[src/rtl/fetch_pkg.sv]
// Shared types and constants for the instruction fetch sequencer.
package fetch_pkg;

    localparam int unsigned IW  = 9;
    localparam int unsigned PCW = 10;
    localparam int unsigned CW  = 16;

    typedef logic [IW-1:0]  instr_t;
    typedef logic [PCW-1:0] pc_t;
    typedef logic [CW-1:0]  cnt_t;

    localparam instr_t HALT_OP = '1;

    typedef enum logic [1:0] {
        IDLE = 2'd0,
        RUN  = 2'd1,
        DONE = 2'd2
    } fetch_state_t;

    // Counters stick at all-ones instead of rolling over.
    function automatic cnt_t sat_inc(input cnt_t c);
        return (c == '1) ? c : c + CW'(1);
    endfunction

endpackage

[src/rtl/pc_next_sel.sv]
// Combinational next-PC select: hold on HALT, branch when taken, else increment with wrap detect.
// BRANCH_RELATIVE_EN selects a PC-relative signed target instead of an absolute one.
module pc_next_sel
    import fetch_pkg::*;
(
    input  logic [PCW-1:0] pc,
    input  logic [PCW-1:0] target,
    input  logic           taken,
    input  logic           halt,
    output logic [PCW-1:0] next_pc_c,
    output logic           wrap_c
);

    logic [PCW-1:0] branch_tgt_c;

`ifdef BRANCH_RELATIVE_EN
    // Target has full PC width, so modular addition equals adding its sign extension.
    assign branch_tgt_c = pc + target;
`else
    assign branch_tgt_c = target;
`endif

    always_comb begin
        next_pc_c = pc;
        wrap_c    = 1'b0;
        if (halt) begin
            next_pc_c = pc;
        end else if (taken) begin
            next_pc_c = branch_tgt_c;
        end else begin
            next_pc_c = pc + PCW'(1);
            wrap_c    = (pc == '1);
        end
    end

endmodule

[src/rtl/instr_fetch.sv]
// Program sequencer: PC register, IDLE/RUN/DONE control, sticky wrap flag and saturating counters.
// Build option BRANCH_RELATIVE_EN (handled in pc_next_sel) makes branch targets PC-relative.
module instr_fetch
    import fetch_pkg::*;
(
    input  logic           Clk,
    input  logic           Reset,
    input  logic           Start,
    input  logic [PCW-1:0] StartAddr,
    input  logic           Stall,
    input  logic           Branch,
    input  logic           Taken,
    input  logic [PCW-1:0] Target,
    input  logic [IW-1:0]  ImemData,
    output logic [PCW-1:0] ImemAddr,
    output logic [IW-1:0]  Instr,
    output logic           InstrValid,
    output logic [PCW-1:0] PC,
    output logic           Done,
    output logic           PcWrap,
    output logic [CW-1:0]  CycleCount,
    output logic [CW-1:0]  InstrCount
);

    fetch_state_t state_q, state_d;
    pc_t          pc_q, pc_d;
    logic         wrap_q, wrap_d;
    logic         done_q, done_d;
    logic         valid_q, valid_d;
    cnt_t         cyc_q, cyc_d;
    cnt_t         icnt_q, icnt_d;

    logic         halt_c;
    pc_t          seq_pc_c;
    logic         seq_wrap_c;

    assign halt_c = (ImemData == HALT_OP);

    pc_next_sel u_pc_next_sel (
        .pc        (pc_q),
        .target    (Target),
        .taken     (Branch & Taken),
        .halt      (halt_c),
        .next_pc_c (seq_pc_c),
        .wrap_c    (seq_wrap_c)
    );

    always_comb begin
        state_d = state_q;
        pc_d    = pc_q;
        wrap_d  = wrap_q;
        cyc_d   = cyc_q;
        icnt_d  = icnt_q;
        case (state_q)
            RUN: begin
                cyc_d = sat_inc(cyc_q);
                // A stalled cycle neither retires nor looks at the branch inputs.
                if (!Stall) begin
                    icnt_d = sat_inc(icnt_q);
                    pc_d   = seq_pc_c;
                    wrap_d = wrap_q | seq_wrap_c;
                    if (halt_c) begin
                        state_d = DONE;
                    end
                end
            end
            default: begin
                if (Start) begin
                    state_d = RUN;
                    pc_d    = StartAddr;
                    wrap_d  = 1'b0;
                    cyc_d   = '0;
                    icnt_d  = '0;
                end
            end
        endcase
        done_d  = (state_d == DONE);
        valid_d = (state_d == RUN);
    end

    always_ff @(posedge Clk or negedge Reset) begin
        if (!Reset) begin
            state_q <= IDLE;
            pc_q    <= '0;
            wrap_q  <= 1'b0;
            done_q  <= 1'b0;
            valid_q <= 1'b0;
            cyc_q   <= '0;
            icnt_q  <= '0;
        end else begin
            state_q <= state_d;
            pc_q    <= pc_d;
            wrap_q  <= wrap_d;
            done_q  <= done_d;
            valid_q <= valid_d;
            cyc_q   <= cyc_d;
            icnt_q  <= icnt_d;
        end
    end

    assign ImemAddr   = pc_q;
    assign PC         = pc_q;
    assign Instr      = ImemData;
    assign InstrValid = valid_q;
    assign Done       = done_q;
    assign PcWrap     = wrap_q;
    assign CycleCount = cyc_q;
    assign InstrCount = icnt_q;

endmodule

[config.mk]
export PLATFORM = sky130hd
export DESIGN_NAME = instr_fetch
export DESIGN_NICKNAME = d
export VERILOG_FILES = /design/src/rtl/fetch_pkg.sv /design/src/rtl/pc_next_sel.sv /design/src/rtl/instr_fetch.sv
export SDC_FILE = /design/constraint.sdc
export NUM_CORES = 1
export LEC_CHECK = 0
export ABC_CLOCK_PERIOD_IN_PS = 5260
export CAP_MARGIN = 30
export CORE_MARGIN = 1
export CORE_UTILIZATION = 51
export CTS_BUF_LIST = sky130_fd_sc_hd__clkbuf_2
export CTS_CLUSTER_DIAMETER = 120
export DETAILED_ROUTE_END_ITERATION = 8
export HOLD_SLACK_MARGIN = 0.15
export PLACE_DENSITY = 0.86
export SLEW_MARGIN = 30
export SYNTH_ARGS = -nofsm -noshare
export SYNTH_HDL_FRONTEND = slang
export SYNTH_SLANG_ARGS = --single-unit
[constraint.sdc]
create_clock -name Clk -period 5.26 [get_ports Clk]
set_input_delay 1.052 -clock Clk [delete_from_list [all_inputs] [get_ports Clk]]
set_output_delay 1.052 -clock Clk [all_outputs]
set_load 0.005 [all_outputs]
After elaboration in Yosys (flattened, before gate mapping)

Cells that the tools add are included.

Register bits after elaboration: 47
Bits of input ports: 35
Output and inout bits: 64
Logic and storage cells: 48

$add $sub $neg: 3
Eq/ne operators: 11
Multiplexer cells: 20
Bitwise operators: 2
Reductions and logical operators: 5

Operators by type and width:

| cell                                                            | number |
|---|---|
| 16-bit two-way mux                                              | 6 |
| 10-bit two-way mux                                              | 5 |
| 16-bit by 1-bit adder with 16-bit output, second input constant | 2 |
| 16-bit == test, second input constant                           | 2 |
| 10-bit by 1-bit adder with 10-bit output, second input constant | 1 |
| 10-bit == test, second input constant                           | 1 |
| 9-bit == test, second input constant                            | 1 |
| 2-bit two-way mux                                               | 4 |
| 2-bit != test, second input constant                            | 4 |
| 3-bit AND reduction                                             | 2 |
| 1-bit two-way mux                                               | 5 |
| 2-bit by 1-bit == test with 1-bit output, second input constant | 2 |
| 2-bit AND reduction                                             | 2 |
| 2-bit == test, second input constant                            | 1 |
| 2-bit nonzero test                                              | 1 |
| 1-bit AND                                                       | 1 |
| 1-bit bitwise OR                                                | 1 |

Depth between registers and ports, before layout

Gate-level depths: netlist of run 1.

Depth in word-level cells: 6
Mapped depth: 7
Gate-level depth less buffers: 6

Modules after synthesis

A second synthesis of run 1 with hierarchy kept.

Cells, all modules: 334
Area, all modules: 3029.2 µm²

Modules (own cells, without submodules):

| module      | times used | cells an instance | area an instance (µm²) | sequential area each (µm²) |
|---|---|---|---|---|
| instr_fetch | 1          | 275               | 2666.3                 | 1176.1 |
| pc_next_sel | 1          | 59                | 362.8                  | 0.0 |

Worst setup path after synthesis of run 1

OpenSTA, ideal clock, no wires.

Path type: input port to flip-flop
Start: in Stall
End: reg icnt_q[9], in the netlist InstrCount[9]
Library setup time: 0.078 ns
Arrival: 2.472 ns
Data required time: 5.182 ns
Slack: 2.710 ns
Stages: 6
Buffers on the path: 1
Cell sequence: nor3b_2 a21oi_2 or3_1 buf_2 or4_1 a21oi_1

Cells in the longest elaborated chain, start to end: 2

Ends and longest elaborated chain:

| what                                 | line              | text |
|---|---|---|
| start: declaration                   | instr_fetch.sv:10 | `input logic Stall,` |
| 2-bit != test (no source line)       | --                |  |
| 3-bit AND reduction (no source line) | --                |  |
| end signal: assignment               | instr_fetch.sv:97 | `icnt_q <= icnt_d;` |
| end: declaration                     | instr_fetch.sv:31 | `cnt_t icnt_q, icnt_d;` |

No other way between the ends.
A chain may end at the register's enable or synchronous reset.

Final worst setup path of run 1

Start: in ImemData[2]
End: out Instr[2]

RTL lines:

| what               | line              | text |
|---|---|---|
| start: declaration | instr_fetch.sv:14 | `input logic [IW-1:0] ImemData,` |
| end: declaration   | instr_fetch.sv:16 | `output logic [IW-1:0] Instr,` |

No word-level cell between the ends.

==> results of run 1 <==
-- logic make-up after synthesis --
logic type,after synthesis,share of synthesized area (%)
xor gates and xnor gates,11,3.39
buffers and inverters,35,7.30
adders and majority gates,3,1.32
and+or+nand+nor,146,27.4
muxes,5,1.76
DFF,47,41.3
AOI/OAI and AO/OA,77,17.5
-- worst paths after layout --
kind                                            from                    endpoint  slack, ps  cells after the start
min in group asynchronous                      Reset  CycleCount[13]$_DFFE_PN0P_        570                      1
min reg2reg                CycleCount[6]$_DFFE_PN0P_   CycleCount[6]$_DFFE_PN0P_        550                      1
min                        CycleCount[6]$_DFFE_PN0P_   CycleCount[6]$_DFFE_PN0P_        550                      1
max reg2reg                     state_q[1]$_DFF_PN0_     ImemAddr[0]$_DFFE_PN0P_       2590                      5
max                                      ImemData[2]                    Instr[2]       2150                      2
max in group asynchronous                      Reset     ImemAddr[4]$_DFFE_PN0P_       4260                      1
-- state kept, by name, summed over array words and instances (netlist names) --
register / count
CycleCount: 16
Done: 1
ImemAddr: 10
InstrCount: 16
InstrValid: 1
PcWrap: 1
state_q: 2
-- metal layers --
metal	vias to the layer above	part of all wire (%)	global-route usage (%)
met3	9	5.6	4.52
met1	1356	43	36.4
li1	1351	-	-
met5	-	0	0
met2	105	50	46.1
met4	0	1.1	6.35
-- cell type report --
| class | instances | area [um^2] |
|---|---|---|
| Fill cell | 409 | 1440 |
| Sequential cell | 47 | 1180 |
| Clock inverter | 3 | 42.5 |
| Timing Repair Buffer | 99 | 986 |
| Multi-Input combinational cell | 242 | 1470 |
| Tap cell | 70 | 87.6 |
| Inverter | 3 | 11.3 |
| Clock buffer | 5 | 25.0 |
-- synth_stat cells (all sizes together), types with 3 or more instances --
cell    instances
nor2           28
nand4b          3
o211ai          3
a21o            3
xnor2           6
o31ai           3
clkbuf         10
a22oi           3
or4             5
mux2i           5
and4            6
o21ai          23
buf            22
ha              3
a31oi           7
a211oi          3
nand2          31
nor3            9
nand4          16
nand3          19
a21oi          17
inv             3
or2             3
nor4            3
dfrtp          47
or3             5
and3            6
xor2            5
-- layout by cell type (no fill, tap or decap), types with 3 or more instances in the layout --
| cell | count |
|---|---|
| clkdlybuf4s50_1 | 97 |
| dfrtp_1 | 47 |
| nand2_1 | 31 |
| nor2_1 | 28 |
| o21ai_0 | 21 |
| nand3_1 | 19 |
| nand4_1 | 16 |
| a21oi_1 | 16 |
| nor3_1 | 8 |
| a31oi_1 | 7 |
| and4_1 | 6 |
| and3_1 | 6 |
| xnor2_1 | 6 |
| or3_1 | 5 |
| mux2i_1 | 5 |
| xor2_1 | 5 |
| or4_1 | 5 |
| clkbuf_2 | 5 |
| inv_1 | 3 |
| o211ai_1 | 3 |
| a22oi_1 | 3 |
| or2_2 | 3 |
| nor4_1 | 3 |
| o31ai_1 | 3 |
| nand4b_1 | 3 |
| a211oi_1 | 3 |
| ha_1 | 3 |
-- through the flow --
stage	area [um^2]	hold slack, ps	total power [mW]
floorplan	2850	486	0.742
global placement	3720	490	0.986
detailed placement	3730	499	1.00
CTS	3800	547	1.20
global route	3800	576	1.27
finish	3800	550	1.20
-- power groups by stage --
stage | combinational (mW) | clock, mW | sequential [mW]
floorplan | 0.194 | 0 | 0.548
global placement | 0.420 | 0 | 0.565
detailed placement | 0.433 | 0 | 0.570
CTS | 0.436 | 0.205 | 0.563
global route | 0.470 | 0.222 | 0.582
finish | 0.434 | 0.204 | 0.567
==> summary.md, run 1 <==
| Metric | Value |
|---|---|
| Status | finished, final reports clean |
| Fin. Hold Viols | 0 |
| Final Setup Violations | 0 |
| Int Pwr | 0.788 mW |
| Buf+Inv Stages, Crit Path | 2 |
| CTS tree | built |
| Synth top area share | 41.3% |
| Worst-Margin Slew | 951 ps |
| Clock Sink Count | 47 |
| DR iter-0 viols | 142 |
| Synth async-reset ratio | 100% |
| Max Clock Skew | 34.9 ps |
| Leakage | 1.55 nW |
| IO Count | 99 |
| First-pass GRT wire length | 13000 um |
| RSZ-0062 raised after global routing | false |
| Antenna violations before repair | 0 |
| Clock transition at path regs | 260 ps |
| Area contributors post-synth | dfrtp_1, buf_4, nand2_1 |
| First-pass DRT Iterations | 4 |
| Sw Share | 34.6% |
| Post-synth top flop | dfrtp_1 |
| Pre-CTS setup slack | 1840 ps |
| Die X | 76.7 um |
| Largest net degree at the start of global routing | 48 |
| TNS Setup | 0 ps |
| TritonCTS buffer count | 5 |
| GP Congestion | 0.833 |
| Part of the Yosys area used for sequential elements | 41.3% |
| GRT Total Usage | 27.2% |
| Critical path, cell by cell | clkdlybuf4s50_1, clkdlybuf4s50_1 |
| Max VDD drop | 0.198 mV |
| Synth Cell Area | 2850 um^2 |
| Port Buf Inserts | 98 |
| Setup bufs post-CTS | 0 |
| H-tree depth | 2 |
| CP peak stage delay | 520 ps |
| Power density over the cells | 317 nW/um^2 |
| Root Driver | clkbuf_2 |
| Routed Antenna Nets | 0 |
| Kind of critical path | input port to output pin |
| # hold bufs at CTS | 0 |
| Antenna Cells | 0 |
| Cell taking the most area after synthesis | dfrtp_1 |
| Number of synthesized flops with an enable pin | 0 |
| Sw power | 0.417 mW |
| DR DRC count | 0 |
| Hold WC Path Type | flip-flop to flip-flop |
| Rows | 26 |
| Die Area | 5880 um^2 |
| Relative slew slack | 36.0% |
| Mean area per synthesized cell | 8.78 um^2 |
| Non-Filler Instances | 469 |
| DP Wirelength | 5560 um |
| CP startpoint kind | input port |
| Final Slew Violations | 0 |
| Placed insts | 461 |
| Critical Path AT | 2050 ps |
| CP Data Required Time | 4210 ps |
| Core area | 5240 um^2 |
| Gate power share | 36.0% |
| Yosys cell types | 56 |
| Fmax | 322 MHz |
| Syn-to-layout area delta | 33.6% |
| Most frequent CP cell | clkdlybuf4s50_1 |
| Layout Nets | 436 |
| Net count after synthesis | 362 |
| Fin util | 72.6% |
| Vias/cell | 6.01 |
| Final Worst Setup Slack | 2150 ps |
| Post-CTS resize count | 0 |
| Effective utilization at floorplan | 54.3% |
| Number of global-route vias before repair | 2745 |
| Clk Latency, worst-skew pair | 430 ps |
| Delay-heaviest family, CP | buffers and inverters |
| Drt total wl | 7670 um |
| Reg power frac | 47.1% |
| Post-detailed-route wirelength per cell | 16.3 um |
| Syn Inst Count | 324 |
| Crit-path max FO | 2 |
| Slowest CP cell | clkdlybuf4s50_1 |
| Max_cap viols | 0 |
| Bufs on Longest Clock Path | 2 |
| FF+latch count, synth | 47 |
| Grt ovf | 0 |
| Setup crit end kind | output pin |
| Proportion of layout cells with a drive suffix above 1 | 5.01% |
| Synth warnings | 0 |
| Final period util | 59.0% |
| Vias post-DR | 2821 |
| Clock Power Share | 16.9% |
| Minimum clock period after layout | 3110 ps |
| DIE HEIGHT | 76.7 um |
Note: power is estimated with default switching activity, not from simulation.
==> inputs of run 2 (changes only) <==
- ABC_CLOCK_PERIOD_IN_PS: 5260 -> 2900
- CORE_UTILIZATION: 51 -> 47
- PLACE_DENSITY: 0.86 -> 0.8
- clock period: 5.26 -> 2.9 ns (I/O delays scaled with it)
==> run 2 against run 1 <==
Net effect: core utilization fell by 5.2 points; cell area rose by 0.56%; wire length shrank 0.21%; total power up 73%; critical path depth is 4 higher; non-clock buffer count rose by 8; die area increased by 8.3%; critical path type is now input port to flip-flop; highest routed layer unchanged.
==> summary.md, run 2 (synthesis results as in run 1) <==
| Metric | Value |
|---|---|
| CP Data Required Time | 3250 ps (-960 ps) |
| IO Count | 99 (unchanged) |
| Slowest CP cell | or3_1 |
| # hold bufs at CTS | 0 (unchanged) |
| Number of global-route vias before repair | 2642 (-3.8%) |
| Fin area | 3820 um^2 (+0.56%) |
| Sw Share | 35.6% (+0.98 points) |
| Clock Sink Count | 47 (unchanged) |
| Post-CTS resize count | 0 (unchanged) |
| TNS Setup | 0 ps (unchanged) |
| Effective utilization at floorplan | 50.1% (-4.2 points) |
| Clk Latency, worst-skew pair | 420 ps (about the same) |
| Relative slew slack | 61.5% (+26 points) |
| Int Pwr | 1.34 mW (+70%) |
| Kind of critical path | input port to flip-flop |
| RSZ-0062 raised after global routing | false |
| Bufs on Longest Clock Path | 2 (unchanged) |
| Layout Nets | 444 (+1.8%) |
| CTS tree | built |
| Power density over the cells | 544 nW/um^2 (+72%) |
| Gate power share | 37.7% (+1.7 points) |
| Grt ovf | 0 (unchanged) |
| Syn-to-layout area delta | 34.3% |
| Reg power frac | 49.7% (+2.6 points) |
| Met1 usage | 34.7% (-1.7 points) |
| Antenna violations before repair | 0 (unchanged) |
| Max Clock Skew | 24.1 ps (-10.8 ps) |
| Max VDD drop | 0.391 mV (+97%) |
| GRT Total Usage | 25.6% (-1.7 points) |
| Post-detailed-route wirelength per cell | 16.0 um (-2.3%) |
| Fin. Hold Viols | 0 (unchanged) |
| Sw power | 0.740 mW (+77%) |
| GRT met2 Usage | 41.2% (-4.9 points) |
| Leakage | 1.57 nW (+1.5%) |
| CP startpoint kind | input port |
| Die X | 79.8 um (+4.1%) |
| Antenna Cells | 0 (unchanged) |
| Minimum clock period after layout | 2240 ps |
| Final period util | 77.4% |
| Max_cap viols | 0 (unchanged) |
| H-tree depth | 2 (unchanged) |
| Crit-path max FO | 10 (+8) |
| Post-DP Area | 3780 um^2 (+1.4%) |
| Vias/cell | 5.86 (-2.6%) |
| Root Driver | clkbuf_2 |
| Most common cell after layout, fill and taps aside | clkdlybuf4s50_1 |
| First-pass DRT Iterations | 4 (unchanged) |
| Critical Path AT | 2590 ps (+540 ps) |
| Drt total wl | 7650 um (-0.21%) |
| GRT busiest layer | met2 |
| Setup bufs post-CTS | 0 (unchanged) |
| Worst-Margin Slew | 562 ps (-389 ps) |
| GR Util met3 | 5.14% (+0.62 points) |
| Die Area | 6370 um^2 (+8.3%) |
| Setup crit end kind | flip-flop |
| Fmax | 446 MHz |
| Largest net degree at the start of global routing | 48 (unchanged) |
| Clock transition at path regs | 250 ps (about the same) |
| Hold WC Path Type | input port to asynchronous set/reset pin |
| TritonCTS buffer count | 5 (unchanged) |
| DIE HEIGHT | 79.8 um (+4.1%) |
| Clock Power Share | 12.6% (-4.3 points) |
| Final Setup Violations | 0 (unchanged) |
| Status | finished, final reports clean |
| DP Wirelength | 5560 um (-0.13%) |
| FILL cells | 471 (+15%) |
| Proportion of layout cells with a drive suffix above 1 | 5.90% (+0.88 points) |
| First-pass GRT wire length | 12700 um (-2.3%) |
| Most frequent cells in the layout | clkdlybuf4s50_1, dfrtp_1, nand2_1, nor2_1, o21ai_0 |
| GP Congestion | 0.852 (+2.3%) |
| CP peak stage delay | 520 ps (about the same) |
| DR iter-0 viols | 145 (+2.1%) |
| Port Buf Inserts | 98 (unchanged) |
| Critical path, cell by cell | clkdlybuf4s50_1, nor3b_2, a21oi_2, or3_1, or4_1, a21oi_1 |
| Routed Antenna Nets | 0 (unchanged) |
| DR DRC count | 0 (unchanged) |
| Core area | 5680 um^2 (+8.4%) |
| Rows | 27 (+3.8%) |
| Vias post-DR | 2805 (-0.57%) |
| Final Slew Violations | 0 (unchanged) |
==> run 2: changes by cell type in the layout (fill, tap and decap cells not counted), sizes merged <==
cell / before / now
buf: 2 / 10
clkinvlp: 0 / 1
bufinv: 1 / 0
inv: 4 / 3
clkinv: 1 / 2
==> run 2: area by class of cell <==
class	count	area (um^2)	area share (%)
multi-input cells	242	1460	38.2
repair buffers	107	1040	27.3
inverters	3	11.3	0.295
well taps	72	90.1	2.36
clock inverters	3	15.0	0.393
flip-flops and latches	47	1180	30.8
clock buffers	5	25.0	0.655
==> run 2: worst paths after layout <==
kind,startpoint,to,slack [ps],cells after the start
setup / recovery,Stall,InstrCount[9]$_DFFE_PN0P_,660,6
hold / removal,Reset,CycleCount[9]$_DFFE_PN0P_,210,2
setup reg to reg,state_q[0]$_DFF_PN0_,InstrCount[9]$_DFFE_PN0P_,740,5
hold reg to reg,PcWrap$_DFFE_PN0P_,PcWrap$_DFFE_PN0P_,540,2
max in group asynchronous,Reset,CycleCount[14]$_DFFE_PN0P_,2280,2
min in group Clk,PcWrap$_DFFE_PN0P_,PcWrap$_DFFE_PN0P_,540,2
==> run 2: per-stage QoR <==
stage,setup WS (ps),utilization (%),hold WS (ps),total power [mW],cells
2_1_floorplan,822,-,284,1.35,324
3_3_place_gp,288,66.6,483,1.79,471
3_5_place_dp,228,66.6,495,1.82,471
4_1_cts,688,67.4,201,2.08,479
5_1_grt,521,67.4,192,2.23,479
6_report,657,67.4,207,2.08,479
==> run 2: critical path: cells and delay by family <==
kind                   cells  cell delay (ps)
AO/OA/AOI/OAI              2              280
AND/OR/NAND/NOR            3             1310
buffers and inverters      1              430
==> run 2: per-layer routing <==
layer / vias to the layer above / wire length (um)
met5: - / 0
met4: 0 / 71
met3: 6 / 460
met2: 107 / 3690
met1: 1327 / 3420
li1: 1365 / -
==> run 2: power by group through the flow <==
stage               clock (mW)  combinational [mW]  sequential, mW
detailed placement           0               0.783            1.03
finish                   0.263               0.783            1.03
global placement             0               0.766            1.03
CTS                      0.272               0.789            1.02
floorplan                    0               0.351           0.994
global route             0.297               0.871            1.06
